--- src/rtl/bus_pkg.sv ---
// bus_pkg: shared select-code map, code width and FSM state encoding
// for the bus transfer decoder and its one-hot decode helper.
package bus_pkg;

  localparam int BUS_CODE_W  = 5;
  localparam int BUS_NUM_SRC = 24;

  localparam logic [4:0] BUS_R0     = 5'd0;
  localparam logic [4:0] BUS_R1     = 5'd1;
  localparam logic [4:0] BUS_R2     = 5'd2;
  localparam logic [4:0] BUS_R3     = 5'd3;
  localparam logic [4:0] BUS_R4     = 5'd4;
  localparam logic [4:0] BUS_R5     = 5'd5;
  localparam logic [4:0] BUS_R6     = 5'd6;
  localparam logic [4:0] BUS_R7     = 5'd7;
  localparam logic [4:0] BUS_R8     = 5'd8;
  localparam logic [4:0] BUS_R9     = 5'd9;
  localparam logic [4:0] BUS_R10    = 5'd10;
  localparam logic [4:0] BUS_R11    = 5'd11;
  localparam logic [4:0] BUS_R12    = 5'd12;
  localparam logic [4:0] BUS_R13    = 5'd13;
  localparam logic [4:0] BUS_R14    = 5'd14;
  localparam logic [4:0] BUS_R15    = 5'd15;
  localparam logic [4:0] BUS_HI     = 5'd16;
  localparam logic [4:0] BUS_LO     = 5'd17;
  localparam logic [4:0] BUS_ZHI    = 5'd18;
  localparam logic [4:0] BUS_ZLO    = 5'd19;
  localparam logic [4:0] BUS_PC     = 5'd20;
  localparam logic [4:0] BUS_MDR    = 5'd21;
  localparam logic [4:0] BUS_INPORT = 5'd22;
  localparam logic [4:0] BUS_C      = 5'd23;

  typedef enum logic [1:0] {
    IDLE  = 2'd0,
    DRIVE = 2'd1,
    LOAD  = 2'd2
  } bus_state_e;

endpackage

--- src/rtl/bus_code_onehot.sv ---
// bus_code_onehot: turns a 5-bit select code into a 24-bit one-hot
// enable vector; codes at or above NUM_CODES give all-zero plus invalid.
module bus_code_onehot
  import bus_pkg::*;
#(
  parameter int NUM_CODES = BUS_NUM_SRC
) (
  input  logic [BUS_CODE_W-1:0]  code,
  output logic [BUS_NUM_SRC-1:0] onehot,
  output logic                   invalid
);

  // Compare the code against every legal position; illegal codes light nothing.
  always_comb begin
    onehot  = '0;
    invalid = ({27'd0, code} >= 32'(NUM_CODES));
    for (int i = 0; i < BUS_NUM_SRC; i++) begin
      if ((code == 5'(i)) && (i < NUM_CODES)) begin
        onehot[i] = 1'b1;
      end else begin
        onehot[i] = 1'b0;
      end
    end
  end

endmodule

--- src/rtl/bus_transfer_decoder.sv ---
// bus_transfer_decoder: sequences one register-to-register transfer over
// the shared bus (IDLE -> DRIVE -> LOAD). Enables, done and err are all
// registered; req_ready decodes the current state.
// Optional feature: define BUS_XFER_ERRCNT_EN to add a saturating
// 8-bit err_count output.
module bus_transfer_decoder
  import bus_pkg::*;
#(
  parameter int NUM_CODES = BUS_NUM_SRC
) (
  input  logic                   clock,
  input  logic                   clear,
  input  logic                   req_valid,
  output logic                   req_ready,
  input  logic [BUS_CODE_W-1:0]  req_src,
  input  logic [BUS_CODE_W-1:0]  req_dst,
  output logic [BUS_NUM_SRC-1:0] src_out,
  output logic [BUS_NUM_SRC-1:0] dst_in,
  output logic                   done,
  output logic                   err
`ifdef BUS_XFER_ERRCNT_EN
  ,
  output logic [7:0]             err_count
`endif
);

  bus_state_e             state_r;
  bus_state_e             state_next_s;
  logic [BUS_CODE_W-1:0]  src_q;
  logic [BUS_CODE_W-1:0]  dst_q;
  logic [BUS_CODE_W-1:0]  src_code_s;
  logic [BUS_CODE_W-1:0]  dst_code_s;
  logic [BUS_NUM_SRC-1:0] src_oh_s;
  logic [BUS_NUM_SRC-1:0] dst_oh_s;
  logic                   src_inv_s;
  logic                   dst_inv_s;
  logic                   accept_s;
  logic                   bad_req_s;
  logic [BUS_NUM_SRC-1:0] src_out_next_s;
  logic [BUS_NUM_SRC-1:0] dst_in_next_s;
  logic                   done_next_s;
  logic                   err_next_s;

  assign req_ready = (state_r != DRIVE);

  // Codes that will be held next cycle: freshly accepted ones, else the captured ones.
  always_comb begin
    accept_s = req_valid && req_ready;
    if (accept_s) begin
      src_code_s = req_src;
      dst_code_s = req_dst;
    end else begin
      src_code_s = src_q;
      dst_code_s = dst_q;
    end
    bad_req_s = src_inv_s || dst_inv_s;
  end

  bus_code_onehot #(.NUM_CODES(NUM_CODES)) u_src_dec (
    .code    (src_code_s),
    .onehot  (src_oh_s),
    .invalid (src_inv_s)
  );

  bus_code_onehot #(.NUM_CODES(NUM_CODES)) u_dst_dec (
    .code    (dst_code_s),
    .onehot  (dst_oh_s),
    .invalid (dst_inv_s)
  );

  // State register plus captured source/destination codes.
  always_ff @(posedge clock or negedge clear) begin
    if (!clear) begin
      state_r <= IDLE;
      src_q   <= 5'd0;
      dst_q   <= 5'd0;
    end else begin
      state_r <= state_next_s;
      src_q   <= src_code_s;
      dst_q   <= dst_code_s;
    end
  end

  // Next-state: a good accept starts DRIVE, DRIVE always moves on to LOAD.
  always_comb begin
    state_next_s = IDLE;
    case (state_r)
      IDLE, LOAD: begin
        if (accept_s && !bad_req_s) begin
          state_next_s = DRIVE;
        end else begin
          state_next_s = IDLE;
        end
      end
      DRIVE:   state_next_s = LOAD;
      default: state_next_s = IDLE;
    endcase
  end

  // Output values for the coming cycle, derived from the state being entered.
  always_comb begin
    src_out_next_s = '0;
    dst_in_next_s  = '0;
    done_next_s    = 1'b0;
    case (state_next_s)
      DRIVE: begin
        src_out_next_s = src_oh_s;
      end
      LOAD: begin
        src_out_next_s = src_oh_s;
        dst_in_next_s  = dst_oh_s;
        done_next_s    = 1'b1;
      end
      default: begin
        src_out_next_s = '0;
      end
    endcase
    if (accept_s && bad_req_s) begin
      err_next_s = 1'b1;
    end else begin
      err_next_s = 1'b0;
    end
  end

  // Registered outputs; reset drops every enable immediately.
  always_ff @(posedge clock or negedge clear) begin
    if (!clear) begin
      src_out <= '0;
      dst_in  <= '0;
      done    <= 1'b0;
      err     <= 1'b0;
    end else begin
      src_out <= src_out_next_s;
      dst_in  <= dst_in_next_s;
      done    <= done_next_s;
      err     <= err_next_s;
    end
  end

`ifdef BUS_XFER_ERRCNT_EN
  // Saturating count of err pulses, cleared only by reset.
  always_ff @(posedge clock or negedge clear) begin
    if (!clear) begin
      err_count <= 8'd0;
    end else if (err_next_s && (err_count != 8'hFF)) begin
      err_count <= err_count + 8'd1;
    end else begin
      err_count <= err_count;
    end
  end
`endif

endmodule

--- config.mk ---
export PLATFORM = sky130hd
export DESIGN_NAME = bus_transfer_decoder
export DESIGN_NICKNAME = d
export VERILOG_FILES = /design/src/rtl/bus_pkg.sv /design/src/rtl/bus_code_onehot.sv /design/src/rtl/bus_transfer_decoder.sv
export SDC_FILE = /design/constraint.sdc
export NUM_CORES = 1
export LEC_CHECK = 0
export CAP_MARGIN = 20
export CORE_ASPECT_RATIO = 1.4
export CORE_MARGIN = 1
export CORE_UTILIZATION = 40
export DETAILED_ROUTE_END_ITERATION = 10
export PLACE_DENSITY_LB_ADDON = 0.08
export RECOVER_POWER = 50
export SYNTH_ARGS = -nofsm -noshare
export SYNTH_HDL_FRONTEND = slang
export SYNTH_HIERARCHICAL = 1
export SYNTH_SLANG_ARGS = --single-unit
--- constraint.sdc ---
create_clock -name clock -period 2.9 [get_ports clock]
set_clock_uncertainty 0.15 [all_clocks]
set_input_delay 0.435 -clock clock [delete_from_list [all_inputs] [get_ports clock]]
set_output_delay 0.435 -clock clock [all_outputs]
set_load 0.01 [all_outputs]
== Yosys cells after proc, flatten, opt, wreduce, memory -nomap -nowiden ==
Index checks and enable logic that the tools add are counted.

* Word-level logic and storage cells: 126
* Bits in registers: 62
* Input bits: 13
* Output and inout port bits: 51

* Reductions and logical operators: 10
* Eq/ne operators: 51
* Multiplexer cells: 56
* $lt $le $gt $ge: 2

{| class="wikitable"
|+ Operators with widths
! operator !! count
|-
| $eq A5 B4 Y1 const B || 16
|-
| $eq A5 B5 Y1 const B || 16
|-
| $mux W1 || 51
|-
| $mux W24 || 2
|-
| $eq A5 B3 Y1 const B || 8
|-
| $eq A5 B2 Y1 const B || 4
|-
| $eq A5 B1 Y1 const B || 2
|-
| $ge A5 B5 Y1 const B || 2
|-
| $logic_not A5 Y1 || 2
|-
| $mux W5 || 2
|-
| $eq A2 B1 Y1 const B || 2
|-
| $eq A2 B2 Y1 const B || 2
|-
| $pmux W2 S2 || 1
|-
| $reduce_or A2 Y1 || 2
|-
| $logic_and A1 B1 Y1 || 3
|-
| $logic_not A2 Y1 || 1
|-
| $ne A2 B1 Y1 const B || 1
|-
| $logic_not A1 Y1 || 1
|-
| $logic_or A1 B1 Y1 || 1
|}

== Longest topological paths before layout ==
* Word-level depth: 12
* Depth in mapped cells: 9
* Depth with buffers taken out: 7

== Cells and area by module ==
Netlist, hierarchy kept.

{| class="wikitable"
|+ Modules (own cells, without submodules)
! module !! area each (um2) !! seq. area each (um2) !! times used !! cells an instance
|-
| bus_transfer_decoder || 2057.0 || 1526.5 || 1 || 131
|-
| bus_code_onehot || 177.7 || 0.0 || 2 || 36
|}

== Worst setup path after synthesis ==
Ideal clock, no wire load.

* Path kind: register -> register
* From: reg done (netlist name)
* To: reg src_out[1]
* Setup time: 0.073 ns
* Period minus slack after synthesis: 2.275 ns
* Path slack: 0.625 ns
* Stages on the path, launching flop included: 10
* Arrival time: 2.052 ns
* Buffers on the path: 2
* Cell sequence: dfrtp_1 > nand2b_2 > nand2_1 > buf_4 > mux2_2 > and2_1 > nor4b_4 > nor2_2 > buf_6 > nor2b_1

{| class="wikitable"
|+ RTL lines
! item !! line !! text
|-
| end signal, assigned || bus_transfer_decoder.sv:133 || <nowiki>src_out <= src_out_next_s;</nowiki>
|-
| end, declared || bus_transfer_decoder.sv:17 || <nowiki>output logic [BUS_NUM_SRC-1:0] src_out,</nowiki>
|}

==> Implementation_results.wiki <==
{| class="wikitable"
! Metric !! Value
|-
| Worst min-delay path class || flip-flop to flip-flop
|-
| GRT Overall Usage || 17.7%
|-
| Detailed-routed wire length on met3 || 266 um
|-
| Transition time at the pin with the least slew margin || 1.46 ns
|-
| Initial core utilization || 41.4%
|-
| Setup repair after global routing missed its margin || no
|-
| Number of buffers created by CTS || 9
|-
| Clock tree from TritonCTS || yes
|-
| Worst setup slack for register-to-register paths || 0.39 ns
|-
| Number of vias after detailed routing || 1,618
|-
| Leading cell types in the layout, fill and taps excluded || dfrtp_1 (61), nor2_1 (50), clkdlybuf4s50_1 (48), and2_1 (26), dlygate4sd3_1 (14)
|-
| Number of antenna cells inserted || 0
|-
| Area of the core || 0.00582 sq mm
|-
| Via count of the first global-routing pass || 1,649
|-
| Largest fanout on the critical path || 8
|-
| Area of combinational cells with multiple inputs || 836 sq um
|-
| Count of unique library cells instantiated by Yosys || 21
|-
| Maximum level of the CTS H-tree || 3
|-
| Antenna violations before repair || 0
|-
| Required time of the critical path || 3.01 ns
|-
| Sum of met2 wire segment lengths after detailed routing || 2550 um
|-
| 1st-iter DRT viols || 67
|-
| Metal1 wirelength || 1830 um
|-
| TritonCTS sink count || 61
|-
| Period utilisation layout || 86.6%
|-
| Post-route DRC || 0
|-
| Highest metal used || met4
|-
| Number of gates given a new drive strength after cts || 0
|-
| Area of the mapped netlist || 0.00241 sq mm
|-
| Max-slew headroom at the worst pin || 2.88%
|-
| Setup WS post-layout || 0.389 ns
|-
| Routability congestion estimate from global placement || 0.704
|-
| Cells after synthesis || 203
|-
| Number of ports placed on the die boundary || 64
|-
| Leading cell type in the layout, fill and taps excluded || dfrtp_1
|-
| Remaining antenna violation count || 0
|-
| Design area || 0.00337 sq mm
|-
| FF+latch area || 0.00153 sq mm
|-
| Number of fill cells in the layout || 517
|-
| Synthesis-to-layout area growth || 39.6%
|-
| Number of hold-slack violations in the final timing report || 0
|-
| Library cell used as clock root buffer || clkbuf_8
|-
| Mean instance size in the synthesized netlist || 11.9 sq um
|-
| Capture endpoint of the worst hold path || state_r[0]$_DFF_PN0_
|-
| Net count after synthesis || 216
|-
| Time the final worst path needs with I/O delays and setup || 2.51 ns
|-
| Arr. time, crit path || 2.62 ns
|-
| # setup viols final || 0
|-
| Maximum single-stage delay on the critical path || 0.45 ns
|-
| Final net count || 290
|-
| Count of buffers inserted at the top-level ports || 63
|-
| Accumulated negative setup slack || 0 ns
|-
| Floorplan die area || 0.00635 sq mm
|-
| P per Cell Area || 695 mW/mm^2
|-
| Number of flip-flops and latches in the synthesized netlist || 61
|-
| Post-CTS setup buffer count || 0
|-
| Critical path class || flip-flop to flip-flop
|-
| Cell with the largest stage delay on the worst path || mux2_1
|-
| Routed length per instance || 13.5 um
|-
| Worst IR drop on VDD || 0.000317 V
|-
| Hold-fix buffer count after cts || 0
|-
| Die height || 93.9 um
|-
| Die Wd || 67.6 um
|-
| Hold Crit Start || state_r[0]$_DFF_PN0_
|-
| Minimum setup slack after placement || 0.126 ns
|-
| Maximum capacitance violations || 0
|-
| Latest clock arrival within the worst-skew pair || 0.33 ns
|-
| Outcome || finished, final reports clean
|-
| Pin count of the biggest net entering global routing || 62
|-
| Cell Chain, Critical Path || nand2b_2, nand2_1, clkbuf_1, mux2_1, or3b_4, nor2_1, nor2b_1
|-
| First-pass GRT wire length || 7910 um
|-
| Warning count from the yosys run || 6
|-
| Post-Route WL || 4740 um
|-
| Via-per-instance ratio || 4.60
|-
| Number of detailed-route iterations in the first pass || 4
|-
| Sequential fraction of the synthesis area || 63.3%
|-
| Clock transition at the registers of the reported paths || 0.07 ns
|-
| Max frequency || 0.398 GHz
|-
| Share of post-route cells with drive strength above 1 || 14.5%
|-
| Number of buffers on the longest clock path || 2
|-
| Kind of start point of the critical path || flip-flop
|-
| Cell Rows || 33
|-
| FF-to-FF End || src_out[18]$_DFF_PN0_
|-
| Critical register-to-register path startpoint || done$_DFF_PN0_
|-
| Overall overflow remaining after global route || 0
|-
| Cells on worst reg2reg path || 7
|-
| Leakage || 1.56 nW
|-
| Final count of pins violating max slew || 0
|-
| Post-place instance area || 0.00314 sq mm
|-
| Worst hold path depth || 1
|-
| Kind of capture point of the worst setup path || flip-flop
|-
| Final HPWL from detailed placement || 3260 um
|-
| Post-layout total power || 2.34 mW
|}
-- cells in the mapped netlist --
| master | count | share of area, % |
|---|---|---|
| mux2_2 | 10 | 4.7 |
| nand2b_1 | 4 | 1.0 |
| buf_6 | 2 | 0.93 |
| nand2b_2 | 1 | 0.36 |
| dfrtp_1 | 61 | 63 |
| or2_2 | 2 | 0.52 |
| and2b_1 | 4 | 1.2 |
| nor2b_2 | 8 | 2.9 |
| nor2b_1 | 12 | 3.1 |
| and2_1 | 26 | 6.7 |
| nand3b_1 | 4 | 1.2 |
| nor2_2 | 1 | 0.26 |
| buf_2 | 1 | 0.21 |
| buf_4 | 1 | 0.31 |
| clkbuf_1 | 3 | 0.47 |
| nor2_1 | 50 | 7.8 |
| or3_1 | 2 | 0.52 |
| or3b_4 | 6 | 2.8 |
| nor4b_4 | 1 | 0.99 |
| nand2_1 | 3 | 0.47 |
| inv_1 | 1 | 0.16 |
-- cell families (layout without fill, tap and decap cells) --
kind of cell	count (synthesis)	after routing	synth area share, %
mux	10	10	4.67
buf+inv	8	87	2.07
flops	61	61	63.3
simple gates	124	124	30.0
-- where the power goes --
part	internal (mW)	switching, mW
logic	0.209	0.289
clock network	0.594	0.315
registers	0.913	0.0187
total	1.72	0.622
-- state kept, by name, summed over array words and instances (netlist names) --
signal / flops
err: 1
src_q: 5
src_out: 24
dst_q: 5
state_r: 1
done: 1
dst_in: 24
-- how the worst max path moves through the flow --
stage | slack, ns | to | cells after the start | from
detailed placement | 0.13 | src_out[9]$_DFF_PN0_ | 8 | req_valid
finish | 0.39 | src_out[18]$_DFF_PN0_ | 7 | done$_DFF_PN0_
CTS | 0.40 | src_out[9]$_DFF_PN0_ | 8 | done$_DFF_PN0_
global route | 0.27 | src_out[18]$_DFF_PN0_ | 7 | done$_DFF_PN0_
global placement | 0.20 | src_out[0]$_DFF_PN0_ | 8 | req_valid
floorplan | 0.62 | src_out[1]$_DFF_PN0_ | 9 | done$_DFF_PN0_
-- final cells by class --
| cell class | instances | share of cell area (%) |
|---|---|---|
| multi-input cells | 134 | 24.8 |
| repair buffers | 70 | 20.0 |
| clock buffers | 12 | 4.31 |
| inverters | 1 | 0.111 |
| well taps | 70 | 2.60 |
| clock inverters | 4 | 2.82 |
| flip-flops and latches | 61 | 45.3 |
-- through the flow --
stage,util (%),hold WS [ns],cells
5_1_grt,57.8,0.373,352
3_5_place_dp,54.0,0.346,336
6_report,57.8,0.363,352
3_3_place_gp,54.0,0.359,336
2_1_floorplan,-,-0.0106,203
4_1_cts,58.1,0.126,352
-- critical path: cells and delay by family, from the launching register on --
family / cells / cell delay, ns
and+or+nand+nor: 5 / 1.20
muxes: 1 / 0.45
DFF: 1 / 0.38
buffers and inverters: 1 / 0.26
-- per-layer routing --
metal,GRT usage (%),vias to the layer above
met3,3.76,6
met4,11.7,0
li1,-,779
met2,30.1,50
met1,19.2,783
met5,0,-
Power figures use the tool's default switching activity.
